`config.mk`:
```
export PLATFORM = sky130hd
export DESIGN_NAME = nav_mover
export DESIGN_NICKNAME = d
export VERILOG_FILES = /design/src/rtl/maze_pkg.sv /design/src/rtl/opn_edge_det.sv /design/src/rtl/nav_mover.sv
export SDC_FILE = /design/constraint.sdc
export NUM_CORES = 1
export LEC_CHECK = 0
export ABC_AREA = 0
export BUFFER_PORTS_ARGS = -buffer_cell sky130_fd_sc_hd__buf_4
export CORE_MARGIN = 3
export CORE_UTILIZATION = 30
export DETAILED_ROUTE_END_ITERATION = 16
export PLACE_DENSITY = 0.55
export SYNTH_ARGS = -nofsm -noshare
export SYNTH_HDL_FRONTEND = slang
export SYNTH_SLANG_ARGS = --single-unit
export TNS_END_PERCENT = 30
```
`constraint.sdc`:
```
create_clock -name clk -period 2.4 [get_ports clk]
set_input_delay 0.24 -clock clk [delete_from_list [all_inputs] [get_ports clk]]
set_output_delay 0.24 -clock clk [all_outputs]
set_load 0.05 [all_outputs]
```
`src/rtl/maze_pkg.sv`:
```
// Types and constants shared by the maze-solver navigation blocks.
package maze_pkg;

    typedef enum logic [1:0] {
        IDLE,
        HEADING,
        RAMP_UP,
        RAMP_DOWN
    } nav_state_t;

    localparam logic [11:0] HDNG_N = 12'h000;
    localparam logic [11:0] HDNG_W = 12'h3FF;
    localparam logic [11:0] HDNG_S = 12'h7FF;
    localparam logic [11:0] HDNG_E = 12'hC00;

    localparam logic [10:0] FRWRD_INC_DEF = 11'h018;
    localparam logic [10:0] MAX_FRWRD_DEF = 11'h2A0;

endpackage

```
`src/rtl/opn_edge_det.sv`:
```
// Registers the side-wall opening sensors and flags 0->1 transitions.
module opn_edge_det (
    input  logic clk,
    input  logic rst_n,
    input  logic lft_opn,
    input  logic rght_opn,
    output logic lft_rise,
    output logic rght_rise
);

    logic [1:0] opn;
    logic [1:0] prev_reg;
    logic [1:0] rise;

    assign opn = {rght_opn, lft_opn};

    generate
        for (genvar gi = 0; gi < 2; gi++) begin : g_edge
            always_ff @(posedge clk or negedge rst_n) begin
                if (!rst_n) begin
                    prev_reg[gi] <= 1'b0;
                end else begin
                    prev_reg[gi] <= opn[gi];
                end
            end

            assign rise[gi] = opn[gi] & ~prev_reg[gi];
        end
    endgenerate

    assign lft_rise  = rise[0];
    assign rght_rise = rise[1];

endmodule

```
`src/rtl/nav_mover.sv`:
```
// Executes heading changes and forward moves requested by the maze solver,
// ramping forward speed up and down in steps paced by gyro samples.
module nav_mover
    import maze_pkg::*;
#(
    parameter logic [10:0] FRWRD_INC = FRWRD_INC_DEF,
    parameter logic [10:0] MAX_FRWRD = MAX_FRWRD_DEF
) (
    input  logic        clk,
    input  logic        rst_n,
    input  logic        strt_hdng,
    input  logic        strt_mv,
    input  logic        stp_lft,
    input  logic        stp_rght,
    input  logic        hdng_rdy,
    input  logic        at_hdng,
    input  logic        frwrd_opn,
    input  logic        lft_opn,
    input  logic        rght_opn,
    output logic        mv_cmplt,
    output logic        moving,
    output logic        en_fusion,
    output logic [10:0] frwrd_spd
);

    nav_state_t  state_reg;
    logic [10:0] frwrd_spd_reg;
    logic        emer_reg;

    logic        lft_rise;
    logic        rght_rise;
    logic        stop_edge;
    logic [11:0] spd_sum;
    logic [10:0] spd_inc;
    logic [12:0] dec_amt;
    logic [10:0] spd_dec;

    opn_edge_det u_edge (
        .clk       (clk),
        .rst_n     (rst_n),
        .lft_opn   (lft_opn),
        .rght_opn  (rght_opn),
        .lft_rise  (lft_rise),
        .rght_rise (rght_rise)
    );

    assign stop_edge = (stp_lft & lft_rise) | (stp_rght & rght_rise);

    // Saturating step arithmetic, widened so neither direction can wrap.
    always_comb begin
        spd_sum = {1'b0, frwrd_spd_reg} + {1'b0, FRWRD_INC};
        spd_inc = (spd_sum > {1'b0, MAX_FRWRD}) ? MAX_FRWRD : spd_sum[10:0];
        dec_amt = emer_reg ? ({2'b00, FRWRD_INC} << 2) : ({2'b00, FRWRD_INC} << 1);
        spd_dec = ({2'b00, frwrd_spd_reg} > dec_amt)
                  ? (frwrd_spd_reg - dec_amt[10:0]) : 11'd0;
    end

    always_ff @(posedge clk or negedge rst_n) begin
        if (!rst_n) begin
            state_reg     <= IDLE;
            frwrd_spd_reg <= 11'd0;
            emer_reg      <= 1'b0;
        end else begin
            case (state_reg)
                IDLE: begin
                    if (strt_hdng) begin
                        state_reg <= HEADING;
                    end else if (strt_mv) begin
                        state_reg     <= RAMP_UP;
                        frwrd_spd_reg <= 11'd0;
                    end
                end
                HEADING: begin
                    frwrd_spd_reg <= 11'd0;
                    if (at_hdng && hdng_rdy) begin
                        state_reg <= IDLE;
                    end
                end
                // Leaving the ramp takes priority over a same-cycle speed step.
                RAMP_UP: begin
                    if (!frwrd_opn) begin
                        emer_reg  <= 1'b1;
                        state_reg <= RAMP_DOWN;
                    end else if (stop_edge) begin
                        state_reg <= RAMP_DOWN;
                    end else if (hdng_rdy) begin
                        frwrd_spd_reg <= spd_inc;
                    end
                end
                RAMP_DOWN: begin
                    if (frwrd_spd_reg == 11'd0) begin
                        emer_reg  <= 1'b0;
                        state_reg <= IDLE;
                    end else begin
                        if (hdng_rdy) begin
                            frwrd_spd_reg <= spd_dec;
                        end
                        if (!frwrd_opn) begin
                            emer_reg <= 1'b1;
                        end
                    end
                end
                default: state_reg <= IDLE;
            endcase
        end
    end

    assign mv_cmplt  = ((state_reg == HEADING) && at_hdng && hdng_rdy) ||
                       ((state_reg == RAMP_DOWN) && (frwrd_spd_reg == 11'd0));
    assign moving    = (state_reg != IDLE);
    assign en_fusion = (frwrd_spd_reg > (MAX_FRWRD >> 1));
    assign frwrd_spd = frwrd_spd_reg;

endmodule

```
# --- Word-level counts from Yosys, hierarchy flattened ---
# Cells that the tools add are included.
totals:
  reg_bits: 16
  inputBits: 11
  out_inout_bits: 14
  elab_cells: 63
op_classes:
  add_sub_neg: 2
  magnitude_cmp: 3
  n_eq_ne: 14
  n_mux: 21
  n_bitwise: 7
  reduce_logical: 11
op_table:
  columns: ["operator", "n"]
  rows:
  - ["$mux 11", 9]
  - ["$pmux 11 s4", 1]
  - ["$ne 2x2->1 const B", 9]
  - ["$add 11x5->12 const B", 1]
  - ["$gt 12x10->1 const B", 1]
  - ["$mux 2", 6]
  - ["$gt 11x7->1", 1]
  - ["$gt 11x9->1 const B", 1]
  - ["$logic_not 11->1", 1]
  - ["$sub 11x7->11", 1]
  - ["$pmux 2 s4", 1]
  - ["$mux 7", 1]
  - ["$reduce_and 7->1", 1]
  - ["$ne 3x3->1 const B", 2]
  - ["$and 1x1->1", 4]
  - ["$eq 2x2->1 const B", 2]
  - ["$logic_and 1x1->1", 4]
  - ["$reduce_and 4->1", 1]
  - ["$reduce_bool 2->1", 2]
  - ["$eq 2x1->1 const B", 1]
  - ["$logic_not 2->1", 1]
  - ["$mux 1", 2]
  - ["$not 1->1", 2]
  - ["$pmux 1 s2", 1]
  - ["2 further kinds", 2]

# --- Longest topological paths before layout ---
# Gate-level depths: netlist (run 1).
logic_depth:
  depth_word: 7
  depth_mapped: 10
  mapped_depth_nobuf: 9

# --- Modules after synthesis ---
# A second synthesis (run 1) with hierarchy kept.
unflattened:
  hier_cells: 153
  hier_area_um2: 1236.2
modules_own_cells:
  columns: ["mod", "n_inst", "cells_each", "area_each_um2", "seq_area_each_um2"]
  rows:
  - ["nav_mover", 1, 149, 1158.6, 275.3]
  - ["opn_edge_det", 1, 4, 77.6, 50.0]

# --- Least setup slack after synthesis (run 1) ---
# OpenSTA, ideal clock, no wires.
synth_path:
  path_type: "flip-flop to flip-flop"
  start: "register frwrd_spd_reg[4] (netlist: frwrd_spd[4])"
  end: "register frwrd_spd_reg[6] (netlist: frwrd_spd[6])"
  setup_ns: 0.137
  t_arrival_ns: 2.213
  required_time_ns: 2.263
  path_slack_ns: 0.050
  stages_incl_launch_ff: 10
  path_buffers: 1
  cell_sequence: "dfrtp_1 -> inv_1 -> ha_1 -> clkbuf_1 -> nor4_1 -> nand3_1 -> a32o_1 -> a21oi_1 -> nand3b_1 -> o221ai_1"
synth_via:
  elab_chain_cells: 7
  elab_cells_between_ends: 15
synth_lines:
  columns: ["element", "line", "rtl"]
  rows:
  - ["start, declared", "nav_mover.sv:27", "logic [10:0] frwrd_spd_reg;"]
  - ["start signal, assigned", "nav_mover.sv:87", "frwrd_spd_reg <= spd_inc;"]
  - ["start signal, assigned", "nav_mover.sv:96", "frwrd_spd_reg <= spd_dec;"]
  - ["$add 11x5->12", "nav_mover.sv:51", "spd_sum = {1'b0, frwrd_spd_reg} + {1'b0, FRWRD_INC};"]
  - ["$gt 12x10->1", "nav_mover.sv:52", "spd_inc = (spd_sum > {1'b0, MAX_FRWRD}) ? MAX_FRWRD : spd_sum[10:0];"]
  - ["$mux 11", "nav_mover.sv:52", null]
  - ["$mux 11", "nav_mover.sv:86", "end else if (hdng_rdy) begin"]
  - ["$mux 11", "nav_mover.sv:84", "end else if (stop_edge) begin"]
  - ["$mux 11", "nav_mover.sv:81", "if (!frwrd_opn) begin"]
  - ["$pmux 11 s4", "nav_mover.sv:64", "case (state_reg)"]
# Several ways; a longest one is shown, not always the timed one. The select of a mux whose other input is x is not followed.
# A chain may end at the register's enable or synchronous reset.

# --- Worst setup path after layout (run 1) ---
# Same ends and word-level chain as after synthesis.

==> results.txt, run 1 <==
----------------------------------------------------
[Yosys]
  Synth Register Bits ... 13
  Syn. warnings ... 0
  Mapped Area ... 1296 sq um
  Number of instances in the synthesized netlist ... 160
  Sequential share of the synthesized area ... 0.2510
  Mean instance size in the synthesized netlist ... ~8 sq um
  EDFF count, synth ... 0
  FFs w/ async S/R, synth ... 1.000
  Count of cell types in the netlist ... 54
  Post-synth top flop ... sky130_fd_sc_hd__dfrtp_1

[Clocking]
  Number of buffers created by CTS ... 3
  Maximum clock insertion buffer count ... 2
  CTS sink cnt ... 13
  Number of cells upsized or downsized after cts ... 0
  Root buf cell ... sky130_fd_sc_hd__clkbuf_8
  Hold buffers post-CTS ... 1
  H-Tree Depth ... 1
  Worst skew pair latency ... 0.24 ns
  Setup Buffers After CTS ... 0
  TritonCTS clock tree ... built
  Reg clk slew, reported paths ... roughly 0.06 ns

[Cells and area]
  Top library cells by usage in the layout, fill and taps aside ... 30 x sky130_fd_sc_hd__buf_4, 15 x sky130_fd_sc_hd__nand2_1, 13 x sky130_fd_sc_hd__dfrtp_1
  Fill cell instance count of the final layout ... ~430
  Ratio of cells with drive above 1 in the final layout ... 0.2265
  Post-route standard cell area excluding fillers ... 1534 sq um
  Layout area overhead ... 18.34%
  Number of nets in the final layout ... around 200
  Most common cell after layout, fill and taps aside ... sky130_fd_sc_hd__buf_4
  Number of flip-flops under the largest register name ... 8
  # diodes ... 0

[Floorplan]
  Core area ... 4086 sq um
  Die area ... about 5100 sq um
  Die width ... just over 70 um
  Initial core utilization ... 0.3172
  Die height ... roughly 72 um
  Ports placed on the boundary ... 25
  Std cell rows ... 23

[Outcome]
  Result of the run ... finished, final reports clean

[STA]
  Final hold violations ... 0
  Minimum period implied by the final worst setup slack ... about 2.2 ns
  Final setup fails ... 0
  Setup repair after global routing missed its margin ... false
  Clock skew after layout ... around 0.0010 ns
  Maximum achievable frequency ... between 0.4 and 0.5 GHz
  Normalized max-slew margin ... 0.4671
  Fin. max-slew vios ... 0
  Total negative setup slack ... 0 ns
  Fin crit share ... 0.9125
  Actual slew at the worst max-slew pin ... between 0.7 and 0.8 ns

[Power]
  Power density normalized to cell area ... approximately 1500 nW/um^2
  Leakage dissipation ... 0.6785 nW
  Fraction of power consumed by combinational cells ... 0.744
  Sw power ... between 1 and 1.5 mW
  Share of power burned in the clock network ... 0.084
  Flop pwr share ... 0.172
  Worst supply voltage drop on vdd ... ~0.56 mV
  Internal power component ... between 1 and 1.5 mW
  Fraction of power spent switching nets ... 0.5469

[Drt]
  Ratio of routed vias to standard cells ... 5.576
  Met3 wire len ... 235 um
  Drt initial violations ... about 100
  Met1 WL ... around 1500 um
  Wire length on met2 ... between 1500 and 2000 um
  DR top layer ... met4
  Post-route ant nets ... 0
  Wirelength, routed ... 3434 um
  WL per Instance ... roughly 15 um
  First-pass iteration count of the detailed router ... 4
  Total DRC errors in the routed layout ... 0
  Via count ... between 1000 and 1500

[Placement]
  I/O Buffers ... 21
  Post-Place Cell Area ... around 1500 sq um
  Post-detail-place hpwl ... between 2000 and 3000 um
  Gpl congestion ... ~0.85

[Run]
  Max Cap Violations ... 0

[GRT]
  Global-route wire length before repair ... around 5600 um
  Antenna violations before repair ... 0
  Maximum number of pins on one net before global-route repair ... 18
  Grt total ovfl ... 0
  Vias in the first global route ... 1193
  Overall track demand over capacity in global routing ... 0.1346

[Worst setup path]
  Crit path required time ... about 2.5 ns
  Crit path capture type ... register
  Crit path launch type ... register
  Arrival time reported for the critical path endpoint ... between 2 and 2.5 ns
  Worst Path Class, Setup ... reg -> reg
  Maximum net fanout on the critical path ... 8

[Worst hold path]
  Tightest Hold Check Type ... in -> reg

----------------------------------------------------
synthesized netlist by cell type (3+ instances only):
library cell / number / area [sq um]
sky130_fd_sc_hd__nand2_1: 15 / 56.30
sky130_fd_sc_hd__dfrtp_1: 13 / 325.3
sky130_fd_sc_hd__o21ai_0: 12 / 60.06
sky130_fd_sc_hd__nor2_1: 10 / 37.54
sky130_fd_sc_hd__inv_1: 8 / 30.03
sky130_fd_sc_hd__nand3_1: 8 / 40.04
sky130_fd_sc_hd__a21oi_1: 6 / 30.03
sky130_fd_sc_hd__nand2b_1: 6 / 37.54
sky130_fd_sc_hd__buf_4: 5 / 37.54
sky130_fd_sc_hd__ha_1: 5 / 62.56
sky130_fd_sc_hd__buf_6: 4 / 45.04
sky130_fd_sc_hd__clkbuf_1: 4 / 15.01
sky130_fd_sc_hd__nor2b_1: 4 / 25.02
sky130_fd_sc_hd__nor4_1: 4 / 25.02
sky130_fd_sc_hd__a22o_1: 3 / 26.28
sky130_fd_sc_hd__buf_2: 3 / 15.01
sky130_fd_sc_hd__nor3_1: 3 / 15.01
sky130_fd_sc_hd__o31ai_1: 3 / 22.52
critical path: stages (launching register included):
cell and delay [ns]:
sky130_fd_sc_hd__dfrtp_1 0.38, sky130_fd_sc_hd__inv_1 0.14, sky130_fd_sc_hd__ha_1 0.33, sky130_fd_sc_hd__and2b_1 0.23, sky130_fd_sc_hd__nand4_1 0.09, sky130_fd_sc_hd__mux2_2 0.37
sky130_fd_sc_hd__a21oi_1 0.24, sky130_fd_sc_hd__nand3b_1 0.15, sky130_fd_sc_hd__o221ai_1 0.11
power by group through the flow:
stage,Sequential [mW],Combinational [mW],Clock (mW)
detailed placement,0.407,1.74,0
finish,0.405,1.75,0.198
CTS,0.405,1.75,0.204
global placement,0.403,1.72,0
global route,0.418,1.90,0.218
floorplan,0.556,1.20,0
final timing paths:
kind	startpoint	endpoint	slack (ns)	cells after the start
max	frwrd_spd[4]	frwrd_spd[6]	0.21	8
min	rght_opn	u_edge.prev_reg[1]	0.11	1
max reg2reg	frwrd_spd[4]	frwrd_spd[6]	0.21	8
min reg2reg	emer_reg	emer_reg	0.58	3
max in group asynchronous	rst_n	frwrd_spd[5]	1.85	2
min in group asynchronous	rst_n	frwrd_spd[10]	0.38	2
stage by stage:
step                setup WS (ns)  utilization  power [mW]  cells  hold slack (ns)
floorplan                 0.04966            -       1.757    162         -0.05559
finish                     0.2100       0.3754       2.355    231           0.1093
global placement           0.2521       0.3619       2.122    226           0.1018
detailed placement         0.2535       0.3619       2.149    226           0.1036
CTS                        0.2090       0.3754       2.362    231           0.1025
global route              0.02359       0.3754       2.537    231           0.1068
cells by family after synthesis:
logic type	count (synthesis)	synth area share
flip-flops	13	0.2510
other	1	0.002893
XOR/XNOR	4	0.02703
AND/OR/NAND/NOR	64	0.2838
buffers and inverters	24	0.1100
adder cells (fa/ha/maj)	5	0.04826
multiplexers	2	0.01641
AO/OA/AOI/OAI	47	0.2606
cell type report:
type                            instances  area [sq um]  share of cell area
Clock buffer                            4         45.04             0.02936
Tap cell                               50         62.56             0.04078
Multi-Input combinational cell        125         835.8              0.5449
Sequential cell                        13         325.3              0.2121
Inverter                                8         30.03             0.01958
Timing Repair Buffer                   31         235.2              0.1533
per-layer routing:
metal  GRT usage  up-vias
met4     0.02505        0
met5           0        -
met1      0.1781      614
met3     0.03366        4
met2      0.2235       47
li1            -      623
Note: power is estimated with default switching activity, not from simulation.
==> inputs of run 2 (changes only) <==
--- a/config.mk
+++ b/config.mk
@@ -7,5 +7,4 @@
 export LEC_CHECK = 0
-export ABC_AREA = 0
+export ABC_AREA = 1
 export BUFFER_PORTS_ARGS = -buffer_cell sky130_fd_sc_hd__buf_4
-export CORE_MARGIN = 3
 export CORE_UTILIZATION = 30
==> constraint.sdc (replaced) <==
create_clock -name clk -period 2.4 [get_ports clk]
set_input_delay 0.36 -clock clk [delete_from_list [all_inputs] [get_ports clk]]
set_output_delay 0.36 -clock clk [all_outputs]
set_load 0.05 [all_outputs]
==> results.txt, run 2 <==
----------------------------------------------------
[Yosys]
  Mapped Area ... 1202 sq um (was 1296 sq um)
  Synth Register Bits ... 13 (unchanged)
  Sequential share of the synthesized area ... 0.2706 (was 0.2510)
  Post-synth top flop ... sky130_fd_sc_hd__dfrtp_1 (unchanged)
  Count of cell types in the netlist ... 31 (was 54)
  Syn. warnings ... 0 (unchanged)
  EDFF count, synth ... 0 (unchanged)
  Ranking of synthesized cells by instance count ... 51 x sky130_fd_sc_hd__nand2_1, 17 x sky130_fd_sc_hd__inv_1, 15 x sky130_fd_sc_hd__nand3_1 (was 15 x sky130_fd_sc_hd__nand2_1, 13 x sky130_fd_sc_hd__dfrtp_1, 12 x sky130_fd_sc_hd__o21ai_0)
  Cell type contributing the most total cell area after synthesis ... sky130_fd_sc_hd__dfrtp_1 (unchanged)
  Cell types with the largest area share after synthesis ... sky130_fd_sc_hd__dfrtp_1 27%, sky130_fd_sc_hd__nand2_1 16%, sky130_fd_sc_hd__nand3_1 6.2%, sky130_fd_sc_hd__inv_1 5.3%, sky130_fd_sc_hd__ha_1 5.2% (was sky130_fd_sc_hd__dfrtp_1 25%, sky130_fd_sc_hd__ha_1 4.8%, sky130_fd_sc_hd__o21ai_0 4.6%, sky130_fd_sc_hd__nand2_1 4.3%, sky130_fd_sc_hd__buf_6 3.5%)
  Proportion of netlist area held by the largest area contributor ... 0.2706 (was 0.2510)
  Mean instance size in the synthesized netlist ... 6.871 sq um (was 8.102 sq um)
  Most used standard cell by instance count after synthesis ... sky130_fd_sc_hd__nand2_1 (unchanged)
  FFs w/ async S/R, synth ... 1.000 (unchanged)
  Number of instances in the synthesized netlist ... 175 (was 160)

[Cells and area]
  Number of flip-flops under the largest register name ... 8 (unchanged)
  Post-route non-filler standard cell count ... 248 (was 231)
  # diodes ... 0 (unchanged)
  Number of nets in the final layout ... 217 (was 198)
  Ratio of cells with drive above 1 in the final layout ... 0.2450 (was 0.2265)
  Layout area overhead ... 21.54% (was 18.34%)
  Most common cell after layout, fill and taps aside ... sky130_fd_sc_hd__nand2_1 (was sky130_fd_sc_hd__buf_4)
  Top library cells by usage in the layout, fill and taps aside ... 51 x sky130_fd_sc_hd__nand2_1, 22 x sky130_fd_sc_hd__buf_4, 17 x sky130_fd_sc_hd__inv_1 (was 30 x sky130_fd_sc_hd__buf_4, 15 x sky130_fd_sc_hd__nand2_1, 13 x sky130_fd_sc_hd__dfrtp_1)

[Drt]
  First-pass iteration count of the detailed router ... 4 (unchanged)
  Via count ... 1161 (was 1288)
  WL per Instance ... 11.50 um (was 14.87 um)
  Drt initial violations ... 54 (was 102)
  Ratio of routed vias to standard cells ... 4.681 (was 5.576)
  Post-route ant nets ... 0 (unchanged)
  Wirelength, routed ... 2852 um (was 3434 um)
  Total DRC errors in the routed layout ... 0 (unchanged)

[STA]
  Clock skew after layout ... 0.002241 ns (was 0.001031 ns)
  Final setup fails ... 0 (unchanged)
  Total negative setup slack ... 0 ns (unchanged)
  Minimum period implied by the final worst setup slack ... 2.177 ns (was 2.190 ns)
  Maximum achievable frequency ... 0.4594 GHz (was 0.4566 GHz)
  Final hold violations ... 0 (unchanged)
  Fin crit share ... 0.9070 (was 0.9125)
  Setup repair after global routing missed its margin ... false (unchanged)
  Fin. max-slew vios ... 0 (unchanged)

[Power]
  Flop pwr share ... 0.237 (was 0.172)
  Fraction of power consumed by combinational cells ... 0.627 (was 0.744)
  Sw power ... 0.7649 mW (was 1.288 mW)
  Worst supply voltage drop on vdd ... 0.5802 mV (was 0.5598 mV)
  Power density normalized to cell area ... 981.0 nW/um^2 (was 1535 nW/um^2)
  Internal power component ... 0.6688 mW (was 1.067 mW)
  Leakage dissipation ... 0.7558 nW (was 0.6785 nW)
  Share of power burned in the clock network ... 0.136 (was 0.084)
  Fraction of power spent switching nets ... 0.5335 (was 0.5469)

[Worst setup path]
  Crit path launch type ... register (unchanged)
  Top delay family on crit path ... simple AND/OR/NAND/NOR gates (unchanged)
  Worst Path Class, Setup ... reg -> out (was reg -> reg)
  Cell type with the highest occurrence count on the critical path ... sky130_fd_sc_hd__nor2_1
  CP Buf/Inv Count ... 1 (unchanged)
  Cells along the critical path ... nor2_1 -> nand3_1 -> nor2_1 -> o21ai_0 -> nor3_2 -> buf_4 (was inv_1 -> ha_1 -> and2b_1 -> nand4_1 -> mux2_2 -> a21oi_1 -> nand3b_1 -> o221ai_1)
  Largest stage delay, worst path ... 0.46 ns (was 0.38 ns)
  Arrival time reported for the critical path endpoint ... 1.82 ns (was 2.28 ns)
  Critical Path Slowest Stage Cell ... sky130_fd_sc_hd__dfrtp_1 (unchanged)
  Maximum net fanout on the critical path ... 7 (was 8)
  Crit path capture type ... primary output (was register)
  Crit path required time ... 2.04 ns (was 2.49 ns)

[Floorplan]
  Std cell rows ... 22 (was 23)
  Ports placed on the boundary ... 25 (unchanged)
  Initial core utilization ... 0.3212 (was 0.3172)
  Core area ... 3744 sq um (was 4086 sq um)
  Die height ... 65.31 um (was 71.73 um)
  Die area ... 4265 sq um (was 5145 sq um)
  Die width ... 65.31 um (was 71.73 um)

[GRT]
  Global-route wire length before repair ... 5147 um (was 5602 um)
  Antenna violations before repair ... 0 (unchanged)
  Overall track demand over capacity in global routing ... 0.1537 (was 0.1346)
  Maximum number of pins on one net before global-route repair ... 14 (was 18)
  Vias in the first global route ... 1168 (was 1193)
  Grt total ovfl ... 0 (unchanged)

[Worst hold path]
  Tightest Hold Check Type ... in -> reg (unchanged)

[Clocking]
  Hold buffers post-CTS ... 1 (unchanged)
  Reg clk slew, reported paths ... 0.06 ns (about the same)
  Worst skew pair latency ... 0.24 ns (about the same)
  TritonCTS clock tree ... built (unchanged)
  H-Tree Depth ... 1 (unchanged)
  Root buf cell ... sky130_fd_sc_hd__clkbuf_8 (unchanged)
  Number of buffers created by CTS ... 3 (unchanged)
  Maximum clock insertion buffer count ... 2 (unchanged)
  CTS sink cnt ... 13 (unchanged)
  Number of cells upsized or downsized after cts ... 0 (unchanged)
  Setup Buffers After CTS ... 0 (unchanged)

[Placement]
  Gpl congestion ... 0.8519 (was 0.8530)
  I/O Buffers ... 21 (unchanged)
  Placed cell count ... 243 (was 226)
  Post-detail-place hpwl ... 2342 um (was 2580 um)

[Run]
  Max Cap Violations ... 0 (unchanged)

[Outcome]
  Result of the run ... finished, final reports clean (unchanged)

----------------------------------------------------
run 2: cell types whose count changed in the layout (fill, tap and decap cells not counted), moves of 5 or more:
cell	change
sky130_fd_sc_hd__inv_1	+9
sky130_fd_sc_hd__buf_4	-8
sky130_fd_sc_hd__nand3_1	+7
sky130_fd_sc_hd__nand2_1	+36
sky130_fd_sc_hd__o21ai_0	-5
sky130_fd_sc_hd__nand2b_1	-6
run 2: area by class of cell:
| cell class | count | area (sq um) |
|---|---|---|
| fillers | 430 | 2282 |
| well taps | 48 | 60.06 |
| flip-flops and latches | 13 | 325.3 |
| multi-input cells | 138 | 759.5 |
| repair buffers | 23 | 175.2 |
| clock buffers | 4 | 45.04 |
| inverters | 22 | 96.34 |
run 2: worst reg2reg max path, delay by kind of cell (launching register included):
family	cells	cell delay, ns
and+or+nand+nor	9	0.72
DFF	1	0.48
xor gates and xnor gates	1	0.24
adders and majority gates	1	0.20
buffers and inverters	2	0.19
run 2: routing by layer:
metal  track usage  up-vias  share of wire
met5             0        -              0
met4       0.04076        0         0.0098
met3       0.01563        4          0.037
met2        0.2642       25           0.48
met1        0.2032      521           0.48
li1              -      611              -
run 2: logic make-up (layout without fill, tap and decap cells):
group	Yosys count	after routing	synth area share
and+or+nand+nor	102	102	0.4183
adders and majority gates	5	5	0.05203
buffers and inverters	26	49	0.1082
xor gates and xnor gates	3	3	0.02186
other	1	3	0.003119
DFF	13	13	0.2705
AOI/OAI and AO/OA	25	25	0.1259
run 2: final timing paths:
path,startpoint,end,slack [ns],depth (start not counted)
max,frwrd_spd[10],mv_cmplt,0.22,6
min,lft_opn,u_edge.prev_reg[0],0.23,1
max reg2reg,frwrd_spd[4],frwrd_spd[7],0.51,13
min reg2reg,emer_reg,emer_reg,0.50,1
max in group asynchronous,rst_n,frwrd_spd[9],1.74,2
min in group asynchronous,rst_n,u_edge.prev_reg[0],0.50,2
run 2: stage by stage:
stage | area (sq um) | power [mW] | utilization | setup WS (ns) | hold WS, ns
5_1_grt | 1461 | 1.576 | 0.3904 | 0.02913 | 0.2274
2_1_floorplan | 1215 | 1.034 | - | 0.08547 | 0.06441
6_report | 1461 | 1.434 | 0.3904 | 0.2232 | 0.2331
3_5_place_dp | 1406 | 1.250 | 0.3757 | 0.4729 | 0.2174
3_3_place_gp | 1406 | 1.249 | 0.3757 | 0.5057 | 0.2194
4_1_cts | 1461 | 1.451 | 0.3904 | 0.2037 | 0.2305
run 2: power groups by stage:
stage	logic [mW]	clock network [mW]	registers, mW
after floorplan	0.638	0	0.396
final	0.898	0.195	0.340
after detailed placement	0.905	0	0.345
after global placement	0.904	0	0.345
after CTS	0.911	0.199	0.341
after global routing	1.01	0.211	0.352
